[src/rtl/vga_pkg.sv]
// rtl/vga_pkg.sv - 640x480@60 timing constants and the sync bundle type
`timescale 1ns/1ps
package vga_pkg;

    localparam int H_ACTIVE = 640;
    localparam int H_FP     = 16;
    localparam int H_SYNC   = 96;
    localparam int H_TOTAL  = 800;
    localparam int V_ACTIVE = 480;
    localparam int V_FP     = 10;
    localparam int V_SYNC   = 2;
    localparam int V_TOTAL  = 525;

    typedef struct packed {
        logic hsync;
        logic vsync;
        logic blank_b;
    } sync_t;

    localparam sync_t SYNC_IDLE = '{hsync: 1'b1, vsync: 1'b1, blank_b: 1'b0};

    // Sync bundle for a raster position; syncs are active-low pulses after the front porch.
    function automatic sync_t sync_at(input int h, input int v,
                                      input int h_act, input int h_fp, input int h_sync,
                                      input int v_act, input int v_fp, input int v_sync);
        sync_t s;
        s.hsync   = !(h >= h_act + h_fp && h < h_act + h_fp + h_sync);
        s.vsync   = !(v >= v_act + v_fp && v < v_act + v_fp + v_sync);
        s.blank_b = (h < h_act) && (v < v_act);
        return s;
    endfunction

endpackage

[src/rtl/vga_delay.sv]
// rtl/vga_delay.sv - pixel-enable shift register that lines syncs up with pixel data
`timescale 1ns/1ps
module vga_delay #(
    parameter int  DEPTH = 1,
    parameter type T     = logic,
    parameter T    IDLE  = '0
) (
    input  logic clk,
    input  logic rst_n,
    input  logic en,
    input  T     d,
    output T     q
);

    generate
        if (DEPTH == 0) begin : g_pass
            assign q = d;
        end else begin : g_shift
            T stages [DEPTH];

            always_ff @(posedge clk or negedge rst_n) begin
                if (!rst_n) begin
                    for (int i = 0; i < DEPTH; i++) stages[i] <= IDLE;
                end else if (en) begin
                    stages[0] <= d;
                    for (int i = 1; i < DEPTH; i++) stages[i] <= stages[i-1];
                end
            end

            assign q = stages[DEPTH-1];
        end
    endgenerate

endmodule

[src/rtl/vga_timing.sv]
// rtl/vga_timing.sv - VGA raster counters, pixel clock and delayed sync generation
`timescale 1ns/1ps
module vga_timing
    import vga_pkg::*;
#(
    parameter int PIPE_DELAY = 1,
    parameter int PIX_DIV    = 2,
    parameter int H_ACT      = H_ACTIVE,
    parameter int H_FRONT    = H_FP,
    parameter int H_SW       = H_SYNC,
    parameter int H_TOT      = H_TOTAL,
    parameter int V_ACT      = V_ACTIVE,
    parameter int V_FRONT    = V_FP,
    parameter int V_SW       = V_SYNC,
    parameter int V_TOT      = V_TOTAL
) (
    input  logic       clk,
    input  logic       rst_n,
    output logic       vga_clk,
    output logic [9:0] x,
    output logic [9:0] y,
    output logic       hsync,
    output logic       vsync,
    output logic       blank_b,
    output logic       sync_b,
    output logic       frame_start
);

    localparam int DW = (PIX_DIV > 1) ? $clog2(PIX_DIV) : 1;

    logic [DW-1:0] div, div_nxt;
    logic          pix_en;
    logic          running;
    logic [9:0]    hcnt, vcnt, hcnt_nxt, vcnt_nxt;
    sync_t         sync_now, sync_nxt, sync_dly;

    // The first pixel tick after reset presents (0,0) instead of advancing past it.
    always_comb begin
        pix_en   = (div == DW'(PIX_DIV - 1));
        div_nxt  = pix_en ? '0 : div + 1'b1;
        hcnt_nxt = hcnt;
        vcnt_nxt = vcnt;
        if (running) begin
            if (hcnt == 10'(H_TOT - 1)) begin
                hcnt_nxt = '0;
                vcnt_nxt = (vcnt == 10'(V_TOT - 1)) ? '0 : vcnt + 1'b1;
            end else begin
                hcnt_nxt = hcnt + 1'b1;
            end
        end
        sync_nxt = sync_at(int'(hcnt_nxt), int'(vcnt_nxt),
                           H_ACT, H_FRONT, H_SW, V_ACT, V_FRONT, V_SW);
    end

    always_ff @(posedge clk or negedge rst_n) begin
        if (!rst_n) begin
            div         <= '0;
            running     <= 1'b0;
            hcnt        <= '0;
            vcnt        <= '0;
            vga_clk     <= 1'b0;
            sync_now    <= SYNC_IDLE;
            frame_start <= 1'b0;
        end else begin
            div         <= div_nxt;
            vga_clk     <= (int'(div_nxt) >= PIX_DIV / 2);
            frame_start <= pix_en && (hcnt_nxt == '0) && (vcnt_nxt == '0);
            if (pix_en) begin
                running  <= 1'b1;
                hcnt     <= hcnt_nxt;
                vcnt     <= vcnt_nxt;
                sync_now <= sync_nxt;
            end
        end
    end

    vga_delay #(
        .DEPTH (PIPE_DELAY),
        .T     (sync_t),
        .IDLE  (SYNC_IDLE)
    ) u_delay (
        .clk   (clk),
        .rst_n (rst_n),
        .en    (pix_en),
        .d     (sync_now),
        .q     (sync_dly)
    );

    assign x       = hcnt;
    assign y       = vcnt;
    assign hsync   = sync_dly.hsync;
    assign vsync   = sync_dly.vsync;
    assign blank_b = sync_dly.blank_b;
    assign sync_b  = 1'b0;

endmodule

[config.mk]
export PLATFORM = sky130hd
export DESIGN_NAME = vga_timing
export DESIGN_NICKNAME = d
export VERILOG_FILES = /design/src/rtl/vga_pkg.sv /design/src/rtl/vga_delay.sv /design/src/rtl/vga_timing.sv
export SDC_FILE = /design/constraint.sdc
export NUM_CORES = 1
export LEC_CHECK = 0
export CORE_AREA = 2 2 72 74
export CTS_CLUSTER_DIAMETER = 30
export DETAILED_ROUTE_END_ITERATION = 8
export DIE_AREA = 0 0 74 76
export GPL_ROUTABILITY_DRIVEN = 0
export PLACE_DENSITY = 0.66
export SETUP_SLACK_MARGIN = 0.3
export SYNTH_ARGS = -nofsm -noshare
export SYNTH_HDL_FRONTEND = slang
export SYNTH_SLANG_ARGS = --single-unit
[constraint.sdc]
create_clock -name clk -period 2.6 [get_ports clk]
set_clock_uncertainty 0.05 [all_clocks]
set_input_delay 0.39 -clock clk [delete_from_list [all_inputs] [get_ports clk]]
set_output_delay 0.39 -clock clk [all_outputs]
set_load 0.05 [all_outputs]
==> report_table.html, run 1 <==
<table>
<tr><th>Metric</th><th>Value</th></tr>
<tr><th colspan="2">Routing</th></tr>
<tr><td>Antenna Violating Nets Remaining</td><td>0</td></tr>
<tr><td>DR iter-0 viols</td><td>176</td></tr>
<tr><td>Number of remaining DRC errors</td><td>0</td></tr>
<tr><td>Detailed Route WL</td><td>5.60 mm</td></tr>
<tr><td>Vias post-DR</td><td>2078</td></tr>
<tr><td>WL per Instance</td><td>16.1 um</td></tr>
<tr><td>Via-per-instance ratio</td><td>5.99</td></tr>
<tr><td>TritonRoute pass-1 iters</td><td>5</td></tr>
<tr><th colspan="2">Critical path</th></tr>
<tr><td>CP arrival</td><td>1.76 ns</td></tr>
<tr><td>Number of buffers and inverters on the critical path</td><td>1</td></tr>
<tr><td>Delay of the slowest critical-path stage</td><td>0.88 ns</td></tr>
<tr><td>Crit path depth</td><td>1</td></tr>
<tr><td>R2R Path End</td><td>sync_now[1]$_DFFE_PN1P_</td></tr>
<tr><td>Chain of cells forming the critical path</td><td>clkdlybuf4s50_1</td></tr>
<tr><td>Kind of critical path</td><td>register to output port</td></tr>
<tr><td>Critical Path Sink Type</td><td>output port</td></tr>
<tr><td>Kind of cell adding the most delay to the critical path</td><td>buffers and inverters</td></tr>
<tr><td>RR Startpoint</td><td>x[5]$_DFFE_PN0P_</td></tr>
<tr><td>Data required, critical path</td><td>2.16 ns</td></tr>
<tr><td>Worst reg-to-reg path cell count</td><td>6</td></tr>
<tr><td>Nature of the critical path startpoint</td><td>register</td></tr>
<tr><td>Minimum setup slack among reg-to-reg paths</td><td>0.42 ns</td></tr>
<tr><td>Crit-path max FO</td><td>10</td></tr>
<tr><td>CP max stage cell</td><td>clkdlybuf4s50_1</td></tr>
<tr><th colspan="2">Timing</th></tr>
<tr><td>Number of failing hold endpoints at the final stage</td><td>0</td></tr>
<tr><td>Fraction of the cycle the final worst path needs</td><td>84.6%</td></tr>
<tr><td>Highest attainable clock frequency</td><td>0.454 GHz</td></tr>
<tr><td>Slew at the pin with the worst max-slew slack</td><td>0.503 ns</td></tr>
<tr><td>Final-report setup violation count</td><td>0</td></tr>
<tr><td>Number of slew-limit violations in the final report</td><td>0</td></tr>
<tr><td>Min Clock Period, post-route</td><td>2.20 ns</td></tr>
<tr><td>Slew margin rel.</td><td>66.4%</td></tr>
<tr><td>Final-layout setup total negative slack</td><td>0 ns</td></tr>
<tr><td>Unrepaired setup endpoints after global routing</td><td>no</td></tr>
<tr><th colspan="2">Floorplan</th></tr>
<tr><td>I/O pins</td><td>28</td></tr>
<tr><td>Chip Width</td><td>74 um</td></tr>
<tr><td>Floorplan die area</td><td>0.00562 mm^2</td></tr>
<tr><td>Die outline height</td><td>76 um</td></tr>
<tr><td>Starting density of the core</td><td>43.3%</td></tr>
<tr><td>Core Rows</td><td>26</td></tr>
<tr><td>Core Area</td><td>0.00491 mm^2</td></tr>
<tr><th colspan="2">Yosys</th></tr>
<tr><td>Number of enable-type register cells in the synthesized netlist</td><td>0</td></tr>
<tr><td>Synthesized netlist net count</td><td>248</td></tr>
<tr><td>Proportion of register bits with asynchronous set or reset after synthesis</td><td>100%</td></tr>
<tr><td>#FFs+latches synth</td><td>29</td></tr>
<tr><td>Synth Cell Area</td><td>0.00213 mm^2</td></tr>
<tr><td>Commonest register cell after synthesis</td><td>dfrtp_1</td></tr>
<tr><td>Synth warn</td><td>0</td></tr>
<tr><td>Sequential-to-total area share from yosys stat</td><td>34.4%</td></tr>
<tr><td>Synth Instances</td><td>243</td></tr>
<tr><td>Number of different library cells in the post-synthesis netlist</td><td>61</td></tr>
<tr><td>Post-synthesis average cell area</td><td>8.75 um^2</td></tr>
<tr><th colspan="2">CTS</th></tr>
<tr><td>Clock transition at the register clock pins on the worst setup and hold paths after CTS</td><td>0.07 ns</td></tr>
<tr><td>Maximum buffer depth of the clock tree</td><td>2</td></tr>
<tr><td>CTS hold repair buffers</td><td>0</td></tr>
<tr><td># H-tree levels</td><td>2</td></tr>
<tr><td>Clock buffer count from CTS</td><td>5</td></tr>
<tr><td>Clock latency of the later-clocked register in the worst-skew pair</td><td>0.29 ns</td></tr>
<tr><td>Root Driver</td><td>clkbuf_8</td></tr>
<tr><td>Clock sink count</td><td>29</td></tr>
<tr><td>Clock tree from TritonCTS</td><td>done</td></tr>
<tr><th colspan="2">Final layout</th></tr>
<tr><td>Ratio of cells with drive above 1 in the final layout</td><td>21.3%</td></tr>
<tr><td>Synthesis-to-finish area growth</td><td>23.2%</td></tr>
<tr><td>Total number of nets in the final design</td><td>281</td></tr>
<tr><td>Antenna Cells</td><td>0</td></tr>
<tr><td>Core occupancy in the finished layout</td><td>53.3%</td></tr>
<tr><td>Commonest cells after routing, fill and taps aside</td><td>26 x clkdlybuf4s50_1, 22 x buf_4, 21 x dfrtp_1</td></tr>
<tr><td>Number of filler instances in the final layout</td><td>470</td></tr>
<tr><td>Most frequent standard cell in the layout excluding fill and tap cells</td><td>clkdlybuf4s50_1</td></tr>
<tr><th colspan="2">Global routing</th></tr>
<tr><td>Pin count of the biggest net entering global routing</td><td>30</td></tr>
<tr><td>Global-route usage over all layers</td><td>20.7%</td></tr>
<tr><td>Global-route congestion overflow total</td><td>0</td></tr>
<tr><td>Number of global-route vias before repair</td><td>1857</td></tr>
<tr><td>Wire length of the first global-routing pass</td><td>9.16 mm</td></tr>
<tr><td>Antenna violations before repair</td><td>0</td></tr>
<tr><th colspan="2">Power</th></tr>
<tr><td>Worst vdd ir</td><td>0.234 mV</td></tr>
<tr><td>Pwr dens</td><td>321 mW/mm^2</td></tr>
<tr><td>Switching Fraction</td><td>24.1%</td></tr>
<tr><td>Lkg Pwr</td><td>0.999 nW</td></tr>
<tr><td>Int Power</td><td>0.000638 W</td></tr>
<tr><td>Combinational fraction of design power</td><td>1.7%</td></tr>
<tr><td>Switching component of the power</td><td>0.000203 W</td></tr>
<tr><td>Overall power</td><td>0.000841 W</td></tr>
<tr><td>Clock power frac</td><td>44.6%</td></tr>
<tr><td>Sequential fraction of design power</td><td>53.7%</td></tr>
<tr><th colspan="2">Run status</th></tr>
<tr><td>Status</td><td>finished, final reports clean</td></tr>
<tr><th colspan="2">Placement</th></tr>
<tr><td>Final HPWL DP</td><td>3.73 mm</td></tr>
<tr><td>Number of port buffers</td><td>26</td></tr>
<tr><th colspan="2">Worst hold path</th></tr>
<tr><td>Tightest Hold Check Type</td><td>input pin to async pin</td></tr>
<tr><th colspan="2">Job</th></tr>
<tr><td>Max-cap viol count</td><td>0</td></tr>
</table>
==> metrics by stage <==
step                cells  hold slack (ns)  setup WS (ns)  instance area [um^2]
finish                347            0.433          0.400                  2620
global route          347            0.488          0.291                  2620
CTS                   340            0.451          0.347                  2540
detailed placement    329            0.447          0.211                  2430
global placement      329            0.442          0.242                  2430
floorplan             243           0.0444          0.298                  2140
==> registers in the layout, summed over array words and instances (netlist names) <==
register     count
frame_start      1
u_delay.q        3
sync_now         3
y               10
div              1
running          1
x               10
==> cell families after synthesis <==
group	share of synthesized area (%)
adder cells (fa/ha/maj)	1.76
buffers and inverters	8.29
AND/OR/NAND/NOR	26.9
flip-flops	34.4
other	0.176
AO/OA/AOI/OAI	22.4
XOR/XNOR	4.12
multiplexers	2.06
==> power groups by stage <==
stage               Combinational, W  Clock, W  Sequential, W
finish                     0.0000144  0.000375       0.000451
global route               0.0000169  0.000404       0.000451
CTS                        0.0000153  0.000387       0.000451
detailed placement         0.0000154         0       0.000460
global placement           0.0000150         0       0.000460
floorplan                 0.00000430         0       0.000460
==> cell usage after synthesis (2+ instances only) <==
master | number | area, um^2
o41ai_1 | 2 | 17.5
a32oi_1 | 2 | 17.5
buf_4 | 5 | 37.5
o31ai_1 | 2 | 15.0
ha_1 | 3 | 37.5
o22ai_1 | 3 | 18.8
or3_1 | 2 | 12.5
a311oi_1 | 3 | 26.3
and3_1 | 6 | 37.5
o211ai_1 | 3 | 22.5
nand2b_1 | 3 | 18.8
inv_1 | 5 | 18.8
dfstp_2 | 4 | 105
nor3b_1 | 3 | 22.5
nand4_1 | 11 | 68.8
dfrtp_1 | 25 | 626
o21ai_0 | 14 | 70.1
a21oi_1 | 10 | 50.1
nor3_1 | 8 | 40.0
a31oi_1 | 6 | 37.5
and4_1 | 2 | 17.5
xnor2_1 | 7 | 61.3
buf_6 | 7 | 78.8
mux2_2 | 3 | 33.8
and3_2 | 2 | 15.0
a21boi_0 | 2 | 15.0
o32ai_1 | 2 | 17.5
nand2_1 | 17 | 63.8
a211oi_1 | 5 | 37.5
and2_1 | 4 | 25.0
nor2_1 | 12 | 45.0
xor2_1 | 3 | 26.3
nand3_1 | 20 | 100
clkbuf_1 | 10 | 37.5
==> routing by layer <==
layer	track usage [%]	part of all wire [%]	up-vias
li1	-	-	991
met1	30.9	46	976
met2	29.1	44	96
met3	4.50	7.3	15
met4	7.64	2.5	0
met5	0	0	-
==> cell type report <==
| class | instances | area (um^2) | area share [%] |
|---|---|---|---|
| sequential | 29 | 736 | 28.1 |
| inverter | 5 | 18.8 | 0.716 |
| clock buffer | 5 | 68.8 | 2.63 |
| tap | 70 | 87.6 | 3.34 |
| clock inverter | 3 | 17.5 | 0.669 |
| multi-input combinational | 186 | 1250 | 47.9 |
| timing repair buffer | 49 | 437 | 16.7 |
==> how the worst max path moves through the flow <==
stage,start,end,slack [ns]
global route,x[5]$_DFFE_PN0P_,frame_start$_DFF_PN0_,0.29
finish,y[4]$_DFFE_PN0P_,y[4],0.40
global placement,x[0]$_DFFE_PN0P_,frame_start$_DFF_PN0_,0.24
CTS,x[5]$_DFFE_PN0P_,y[4]$_DFFE_PN0P_,0.35
floorplan,x[1]$_DFFE_PN0P_,sync_now[1]$_DFFE_PN1P_,0.30
detailed placement,x[5]$_DFFE_PN0P_,sync_now[1]$_DFFE_PN1P_,0.21
==> timing repair <==
item	4_1_cts	5_1_grt
endpoints found under the setup margin	4	7
buffers inserted	3	7
gates resized for setup	1	7
pin swaps	1	0
No activity file was read; power rests on OpenSTA's default activity.
==> run 2, diff against run 1 <==
clock period = 2.2 ns   (was 2.6 ns; I/O delays follow)
==> run 2 against run 1 <==
- largest power group is now the clock network
- total power grew 45%
- worst setup slack lost 0.28 ns
- sequential power grew 18%
- first-iteration DRC count grew 20%
- sequential share of layout area shrank 2.2 points
- global-route usage grew 1.5 points
- largest cell class unchanged
- critical path depth grew 7
- die area is the same
- combinational power grew 16%
==> report_table.html, run 2 (same netlist as run 1, synthesis figures left out) <==
<table>
<tr><th>Metric</th><th>Value</th></tr>
<tr><th colspan="2">CTS</th></tr>
<tr><td>Root Driver</td><td>clkbuf_8</td></tr>
<tr><td>Clock sink count</td><td>29 (unchanged)</td></tr>
<tr><td>Clock transition at the register clock pins on the worst setup and hold paths after CTS</td><td>0.07 ns (about the same)</td></tr>
<tr><td>Clock buffer count from CTS</td><td>5 (unchanged)</td></tr>
<tr><td># H-tree levels</td><td>2 (unchanged)</td></tr>
<tr><td>CTS hold repair buffers</td><td>0 (unchanged)</td></tr>
<tr><td>Maximum buffer depth of the clock tree</td><td>2 (unchanged)</td></tr>
<tr><td>Clock tree from TritonCTS</td><td>done</td></tr>
<tr><td>Clock latency of the later-clocked register in the worst-skew pair</td><td>0.29 ns (about the same)</td></tr>
<tr><th colspan="2">Routing</th></tr>
<tr><td>Detailed Route WL</td><td>6.00 mm (+7.2%)</td></tr>
<tr><td>Number of remaining DRC errors</td><td>0 (unchanged)</td></tr>
<tr><td>Vias post-DR</td><td>2191 (+5.4%)</td></tr>
<tr><td>Via-per-instance ratio</td><td>6.10 (+1.9%)</td></tr>
<tr><td>TritonRoute pass-1 iters</td><td>5 (unchanged)</td></tr>
<tr><td>DR iter-0 viols</td><td>211 (+20%)</td></tr>
<tr><td>WL per Instance</td><td>16.7 um (+3.6%)</td></tr>
<tr><td>Antenna Violating Nets Remaining</td><td>0 (unchanged)</td></tr>
<tr><th colspan="2">Job</th></tr>
<tr><td>Max-cap viol count</td><td>0 (unchanged)</td></tr>
<tr><th colspan="2">Timing</th></tr>
<tr><td>Fraction of the cycle the final worst path needs</td><td>94.3%</td></tr>
<tr><td>Number of failing hold endpoints at the final stage</td><td>0 (unchanged)</td></tr>
<tr><td>Number of slew-limit violations in the final report</td><td>0 (unchanged)</td></tr>
<tr><td>Final-layout setup total negative slack</td><td>0 ns (unchanged)</td></tr>
<tr><td>Highest attainable clock frequency</td><td>0.482 GHz</td></tr>
<tr><td>Unrepaired setup endpoints after global routing</td><td>yes</td></tr>
<tr><td>Min Clock Period, post-route</td><td>2.08 ns</td></tr>
<tr><td>Final-report setup violation count</td><td>0 (unchanged)</td></tr>
<tr><th colspan="2">Power</th></tr>
<tr><td>Worst vdd ir</td><td>0.517 mV (+120%)</td></tr>
<tr><td>Pwr dens</td><td>424 mW/mm^2 (+32%)</td></tr>
<tr><td>Lkg Pwr</td><td>1.17 nW (+17%)</td></tr>
<tr><th colspan="2">Final layout</th></tr>
<tr><td>Final instance count without filler cells</td><td>359 (+3.5%)</td></tr>
<tr><td>Synthesis-to-finish area growth</td><td>34.9%</td></tr>
<tr><td>Total number of nets in the final design</td><td>293 (+4.3%)</td></tr>
<tr><td>Antenna Cells</td><td>0 (unchanged)</td></tr>
<tr><td>Commonest cells after routing, fill and taps aside</td><td>27 x buf_4, 22 x dlygate4sd2_1, 17 x nand3_1</td></tr>
<tr><td>Ratio of cells with drive above 1 in the final layout</td><td>31.8% (+11 points)</td></tr>
<tr><td>Most frequent standard cell in the layout excluding fill and tap cells</td><td>buf_4</td></tr>
<tr><td>Core occupancy in the finished layout</td><td>58.4% (+5.1 points)</td></tr>
<tr><th colspan="2">Run status</th></tr>
<tr><td>Status</td><td>finished, final reports clean</td></tr>
<tr><th colspan="2">Floorplan</th></tr>
<tr><td>Floorplan die area</td><td>0.00562 mm^2 (unchanged)</td></tr>
<tr><td>Die outline height</td><td>76 um (unchanged)</td></tr>
<tr><td>Core Rows</td><td>26 (unchanged)</td></tr>
<tr><td>Starting density of the core</td><td>43.3% (unchanged)</td></tr>
<tr><td>I/O pins</td><td>28 (unchanged)</td></tr>
<tr><td>Core Area</td><td>0.00491 mm^2 (unchanged)</td></tr>
<tr><td>Chip Width</td><td>74 um (unchanged)</td></tr>
<tr><th colspan="2">Critical path</th></tr>
<tr><td>Kind of critical path</td><td>register to register</td></tr>
<tr><td>Data required, critical path</td><td>2.36 ns (+0.20 ns)</td></tr>
<tr><td>Crit-path max FO</td><td>6 (-4)</td></tr>
<tr><td>Nature of the critical path startpoint</td><td>register</td></tr>
<tr><td>CP arrival</td><td>2.23 ns (+0.47 ns)</td></tr>
<tr><td>Critical Path Sink Type</td><td>register</td></tr>
<tr><th colspan="2">Global routing</th></tr>
<tr><td>Global-route congestion overflow total</td><td>0 (unchanged)</td></tr>
<tr><td>Pin count of the biggest net entering global routing</td><td>30 (unchanged)</td></tr>
<tr><td>Wire length of the first global-routing pass</td><td>9.87 mm (+7.8%)</td></tr>
<tr><td>Number of global-route vias before repair</td><td>1979 (+6.6%)</td></tr>
<tr><td>Antenna violations before repair</td><td>0 (unchanged)</td></tr>
<tr><td>Global-route usage over all layers</td><td>22.2% (+1.5 points)</td></tr>
<tr><th colspan="2">Placement</th></tr>
<tr><td>Number of port buffers</td><td>26 (unchanged)</td></tr>
<tr><td>Final HPWL DP</td><td>3.91 mm (+4.8%)</td></tr>
<tr><td>Cell Count Post-Placement</td><td>343 (+4.3%)</td></tr>
<tr><th colspan="2">Worst hold path</th></tr>
<tr><td>Tightest Hold Check Type</td><td>input pin to async pin</td></tr>
</table>
## run 2: critical path, cell delays in order (launching register included)
cell and delay (ns):
dfrtp_2 0.41, inv_1 0.09, ha_1 0.20, nor4bb_4 0.16
and3_4 0.20, buf_4 0.13, o32ai_1 0.26, a21oi_1 0.14
o32a_1 0.37
## run 2: final cells by class
class	count	area [um^2]
Tap cell	70	87.6
Fill cell	427	2040
Clock inverter	3	65.1
Timing Repair Buffer	61	538
Sequential cell	29	742
Inverter	5	18.8
Clock buffer	5	68.8
Multi-Input combinational cell	186	1350
## run 2: timing repair
action	CTS	global route
setup buffers	2	5
resized for setup	31	20
pin swaps	6	11
setup endpoints to repair	33	17
cloned	1	0
## run 2: path summary, 6_finish.rpt
check                                        startpoint                       to  slack [ns]  depth (start not counted)
worst max-delay path                   y[1]$_DFFE_PN0P_  sync_now[1]$_DFFE_PN1P_        0.12                          8
worst min-delay path                              rst_n         x[2]$_DFFE_PN0P_        0.38                          2
worst max register to register         y[1]$_DFFE_PN0P_  sync_now[1]$_DFFE_PN1P_        0.12                          8
worst min register to register  sync_now[2]$_DFFE_PN1P_  sync_now[2]$_DFFE_PN1P_        0.45                          2
max in group asynchronous                         rst_n  sync_now[1]$_DFFE_PN1P_        1.40                          2
min in group clk                sync_now[2]$_DFFE_PN1P_  sync_now[2]$_DFFE_PN1P_        0.45                          2
## run 2: where the power goes
part	leakage (nW)	total, W	internal, W	switching, W
logic	0.756	0.0000167	0.00000272	0.0000140
registers	0.341	0.000533	0.000533	0
clock network	0.0681	0.000666	0.000450	0.000217
total	1.17	0.00122	0.000986	0.000231
## run 2: layer usage
metal	track usage, %	vias up	part of all wire (%)
met5	0	-	0
li1	-	1016	-
met1	32.0	1069	44
met3	4.10	14	5.5
met4	6.55	0	2.1
met2	33.6	92	48
## run 2: through the flow
stage	total power (W)	cell area [um^2]	worst slack, ns	hold WS [ns]
4_1_cts	0.00123	2750	0.0982	0.399
6_report	0.00122	2870	0.125	0.380
3_5_place_dp	0.000561	2580	0.0580	0.447
3_3_place_gp	0.000561	2580	0.0945	0.436
2_1_floorplan	0.000548	2180	-0.0919	-0.0156
5_1_grt	0.00126	2870	0.0770	0.438
==> run 3, diff against run 2 <==
CORE_AREA = 2 2 66 68   (was 2 2 72 74)
DIE_AREA = 0 0 68 70   (was 0 0 74 76)
PLACE_DENSITY = 0.77   (was 0.66)
SLEW_MARGIN = 0   (was default)
==> run 3 against run 2 <==
- highest routed layer unchanged
- clock-buffer cell count increased by 1
- critical path depth decreased by 1
- cell count decreased by 4.2%
==> report_table.html, run 3 (same netlist as run 1, synthesis figures left out) <==
<table>
<tr><th>Metric</th><th>Value</th></tr>
<tr><th colspan="2">Floorplan</th></tr>
<tr><td>Core Area</td><td>0.00414 mm^2 (-16%)</td></tr>
<tr><td>Core Rows</td><td>24 (-7.7%)</td></tr>
<tr><td>Chip Width</td><td>68 um (-8.1%)</td></tr>
<tr><td>Starting density of the core</td><td>51.3% (+8.0 points)</td></tr>
<tr><td>Die outline height</td><td>70 um (-7.9%)</td></tr>
<tr><td>I/O pins</td><td>28 (unchanged)</td></tr>
<tr><td>Floorplan die area</td><td>0.00476 mm^2 (-15%)</td></tr>
<tr><th colspan="2">Routing</th></tr>
<tr><td>TritonRoute pass-1 iters</td><td>6 (+1)</td></tr>
<tr><td>Detailed Route WL</td><td>6.10 mm (+1.7%)</td></tr>
<tr><td>Vias post-DR</td><td>2180 (-0.50%)</td></tr>
<tr><td>DR iter-0 viols</td><td>316 (+50%)</td></tr>
<tr><td>WL per Instance</td><td>17.7 um (+6.1%)</td></tr>
<tr><td>Number of remaining DRC errors</td><td>0 (unchanged)</td></tr>
<tr><td>Antenna Violating Nets Remaining</td><td>0 (unchanged)</td></tr>
<tr><td>Via-per-instance ratio</td><td>6.34 (+3.8%)</td></tr>
<tr><th colspan="2">Power</th></tr>
<tr><td>Combinational fraction of design power</td><td>1.7% (+0.3 points)</td></tr>
<tr><td>Switching Fraction</td><td>23.0% (+4.0 points)</td></tr>
<tr><td>Lkg Pwr</td><td>1.18 nW (+1.5%)</td></tr>
<tr><td>Switching component of the power</td><td>0.000225 W (-2.4%)</td></tr>
<tr><td>Overall power</td><td>0.000980 W (-19%)</td></tr>
<tr><td>Pwr dens</td><td>345 mW/mm^2 (-19%)</td></tr>
<tr><td>Clock power frac</td><td>43.8% (-11 points)</td></tr>
<tr><td>Int Power</td><td>0.000755 W (-23%)</td></tr>
<tr><td>Worst vdd ir</td><td>0.281 mV (-46%)</td></tr>
<tr><td>Sequential fraction of design power</td><td>54.4% (+11 points)</td></tr>
<tr><th colspan="2">Timing</th></tr>
<tr><td>Final-report setup violation count</td><td>0 (unchanged)</td></tr>
<tr><td>Fraction of the cycle the final worst path needs</td><td>95.2% (+0.86 points)</td></tr>
<tr><td>Unrepaired setup endpoints after global routing</td><td>yes</td></tr>
<tr><td>Hold_ws</td><td>0.378 ns (-0.00242 ns)</td></tr>
<tr><td>Number of failing hold endpoints at the final stage</td><td>0 (unchanged)</td></tr>
<tr><td>Min Clock Period, post-route</td><td>2.09 ns (+0.0190 ns)</td></tr>
<tr><td>Final setup slack of the worst path</td><td>0.106 ns (-0.0190 ns)</td></tr>
<tr><td>Slew at the pin with the worst max-slew slack</td><td>0.509 ns</td></tr>
<tr><td>Number of slew-limit violations in the final report</td><td>0 (unchanged)</td></tr>
<tr><td>Highest attainable clock frequency</td><td>0.477 GHz (-0.91%)</td></tr>
<tr><td>Slew margin rel.</td><td>65.9%</td></tr>
<tr><th colspan="2">Global routing</th></tr>
<tr><td>Global-route congestion overflow total</td><td>0 (unchanged)</td></tr>
<tr><td>Global-route usage over all layers</td><td>27.0% (+4.8 points)</td></tr>
<tr><td>Number of global-route vias before repair</td><td>1982 (+0.15%)</td></tr>
<tr><td>Antenna violations before repair</td><td>0 (unchanged)</td></tr>
<tr><td>Pin count of the biggest net entering global routing</td><td>30 (unchanged)</td></tr>
<tr><td>Wire length of the first global-routing pass</td><td>9.86 mm (-0.13%)</td></tr>
<tr><th colspan="2">Critical path</th></tr>
<tr><td>Nature of the critical path startpoint</td><td>register</td></tr>
<tr><td>CP arrival</td><td>2.22 ns (about the same)</td></tr>
<tr><td>Data required, critical path</td><td>2.33 ns (-0.03 ns)</td></tr>
<tr><td>Kind of critical path</td><td>register to register</td></tr>
<tr><td>RR Startpoint</td><td>x[5]$_DFFE_PN0P_</td></tr>
<tr><td>Chain of cells forming the critical path</td><td>or4b_4, nor3_4, buf_12, buf_4, and3_2, o211ai_1, nor4_1</td></tr>
<tr><td>CP max stage cell</td><td>or4b_4</td></tr>
<tr><td>Critical Path Sink Type</td><td>register</td></tr>
<tr><td>Start point of the critical path</td><td>x[5]$_DFFE_PN0P_</td></tr>
<tr><td>Crit-path max FO</td><td>7 (+1)</td></tr>
<tr><td>Delay of the slowest critical-path stage</td><td>0.56 ns (+0.15 ns)</td></tr>
<tr><th colspan="2">Placement</th></tr>
<tr><td>Final HPWL DP</td><td>3.98 mm (+1.7%)</td></tr>
<tr><td>Placed instance area</td><td>0.00257 mm^2 (-0.49%)</td></tr>
<tr><td>Worst Setup Slack post-DPL</td><td>0.101 ns (+0.0429 ns)</td></tr>
<tr><td>Number of port buffers</td><td>26 (unchanged)</td></tr>
<tr><th colspan="2">Final layout</th></tr>
<tr><td>Core occupancy in the finished layout</td><td>68.6% (+10 points)</td></tr>
<tr><td>Total number of nets in the final design</td><td>296 (+1.0%)</td></tr>
<tr><td>Ratio of cells with drive above 1 in the final layout</td><td>31.8% (about the same)</td></tr>
<tr><td>Antenna Cells</td><td>0 (unchanged)</td></tr>
<tr><td>Most frequent standard cell in the layout excluding fill and tap cells</td><td>buf_4</td></tr>
<tr><td>Commonest cells after routing, fill and taps aside</td><td>33 x buf_4, 21 x dlygate4sd2_1, 19 x dfrtp_1</td></tr>
<tr><td>Synthesis-to-finish area growth</td><td>33.6%</td></tr>
<tr><td>Final Instance Area</td><td>0.00284 mm^2 (-0.96%)</td></tr>
<tr><th colspan="2">CTS</th></tr>
<tr><td>Clock latency of the later-clocked register in the worst-skew pair</td><td>0.29 ns (about the same)</td></tr>
<tr><td>Maximum buffer depth of the clock tree</td><td>2 (unchanged)</td></tr>
<tr><td>Clock tree from TritonCTS</td><td>done</td></tr>
<tr><td>Clock sink count</td><td>29 (unchanged)</td></tr>
<tr><td># H-tree levels</td><td>2 (unchanged)</td></tr>
<tr><td>CTS hold repair buffers</td><td>0 (unchanged)</td></tr>
<tr><td>Root Driver</td><td>clkbuf_8</td></tr>
<tr><td>Clock buffer count from CTS</td><td>5 (unchanged)</td></tr>
<tr><td>Clock transition at the register clock pins on the worst setup and hold paths after CTS</td><td>0.06 ns (about the same)</td></tr>
<tr><th colspan="2">Job</th></tr>
<tr><td>Max-cap viol count</td><td>0 (unchanged)</td></tr>
<tr><th colspan="2">Run status</th></tr>
<tr><td>Status</td><td>finished, final reports clean</td></tr>
<tr><th colspan="2">Worst hold path</th></tr>
<tr><td>Tightest Hold Check Type</td><td>input pin to async pin</td></tr>
</table>
[run 3: changes by cell type in the layout (fill, tap and decap cells not counted), sizes merged]
cell and delta:
buf +3, bufinv -2, clkbuf +2, clkinv +1
dlygate4sd2 -1
[run 3: layout make-up]
| cell class | count | area (um^2) |
|---|---|---|
| Sequential cell | 29 | 738 |
| Tap cell | 52 | 65.1 |
| Inverter | 5 | 18.8 |
| Clock buffer | 6 | 72.6 |
| Timing Repair Buffer | 64 | 552 |
| Multi-Input combinational cell | 186 | 1390 |
| Clock inverter | 2 | 10.0 |
| Fill cell | 321 | 1300 |
[run 3: critical path: cells and delay by family, from the launching register on]
family	cells	cell delay, ns
flip-flops	1	0.40
buffers and inverters	2	0.26
AO/OA/AOI/OAI	1	0.09
AND/OR/NAND/NOR	4	1.19
[run 3: path summary, 6_finish.rpt]
check	to	slack, ns	cells past startpoint
setup / recovery	frame_start$_DFF_PN0_	0.11	7
hold / removal	x[6]$_DFFE_PN0P_	0.38	2
setup reg to reg	frame_start$_DFF_PN0_	0.11	7
hold reg to reg	sync_now[2]$_DFFE_PN1P_	0.44	2
max in group asynchronous	sync_now[2]$_DFFE_PN1P_	1.41	2
min in group clk	sync_now[2]$_DFFE_PN1P_	0.44	2
[run 3: metal layers]
metal / global-route usage, % / wire length [um]
met4: 7.11 / 102
met2: 41.2 / 2960
met5: 0 / 0
met3: 5.64 / 435
met1: 38.5 / 2600
[run 3: power by group through the flow]
stage,combinational (W),clock [W],sequential [W]
floorplan,0.00000509,0,0.000543
global placement,0.0000176,0,0.000543
detailed placement,0.0000180,0,0.000543
CTS,0.0000181,0.000433,0.000534
global route,0.0000204,0.000463,0.000533
finish,0.0000169,0.000430,0.000534
[run 3: per-stage QoR]
step                      cells  setup TNS (ns)
after floorplan             243          -0.156
after global placement      328               0
after detailed placement    328               0
after CTS                   339               0
after global routing        344               0
final                       344               0
[run 3: timing repair]
action | in CTS | in global routing
resized for setup | 29 | 23
buffers inserted | 3 | 5
pin swaps | 3 | 8
endpoints found under the setup margin | 29 | 14
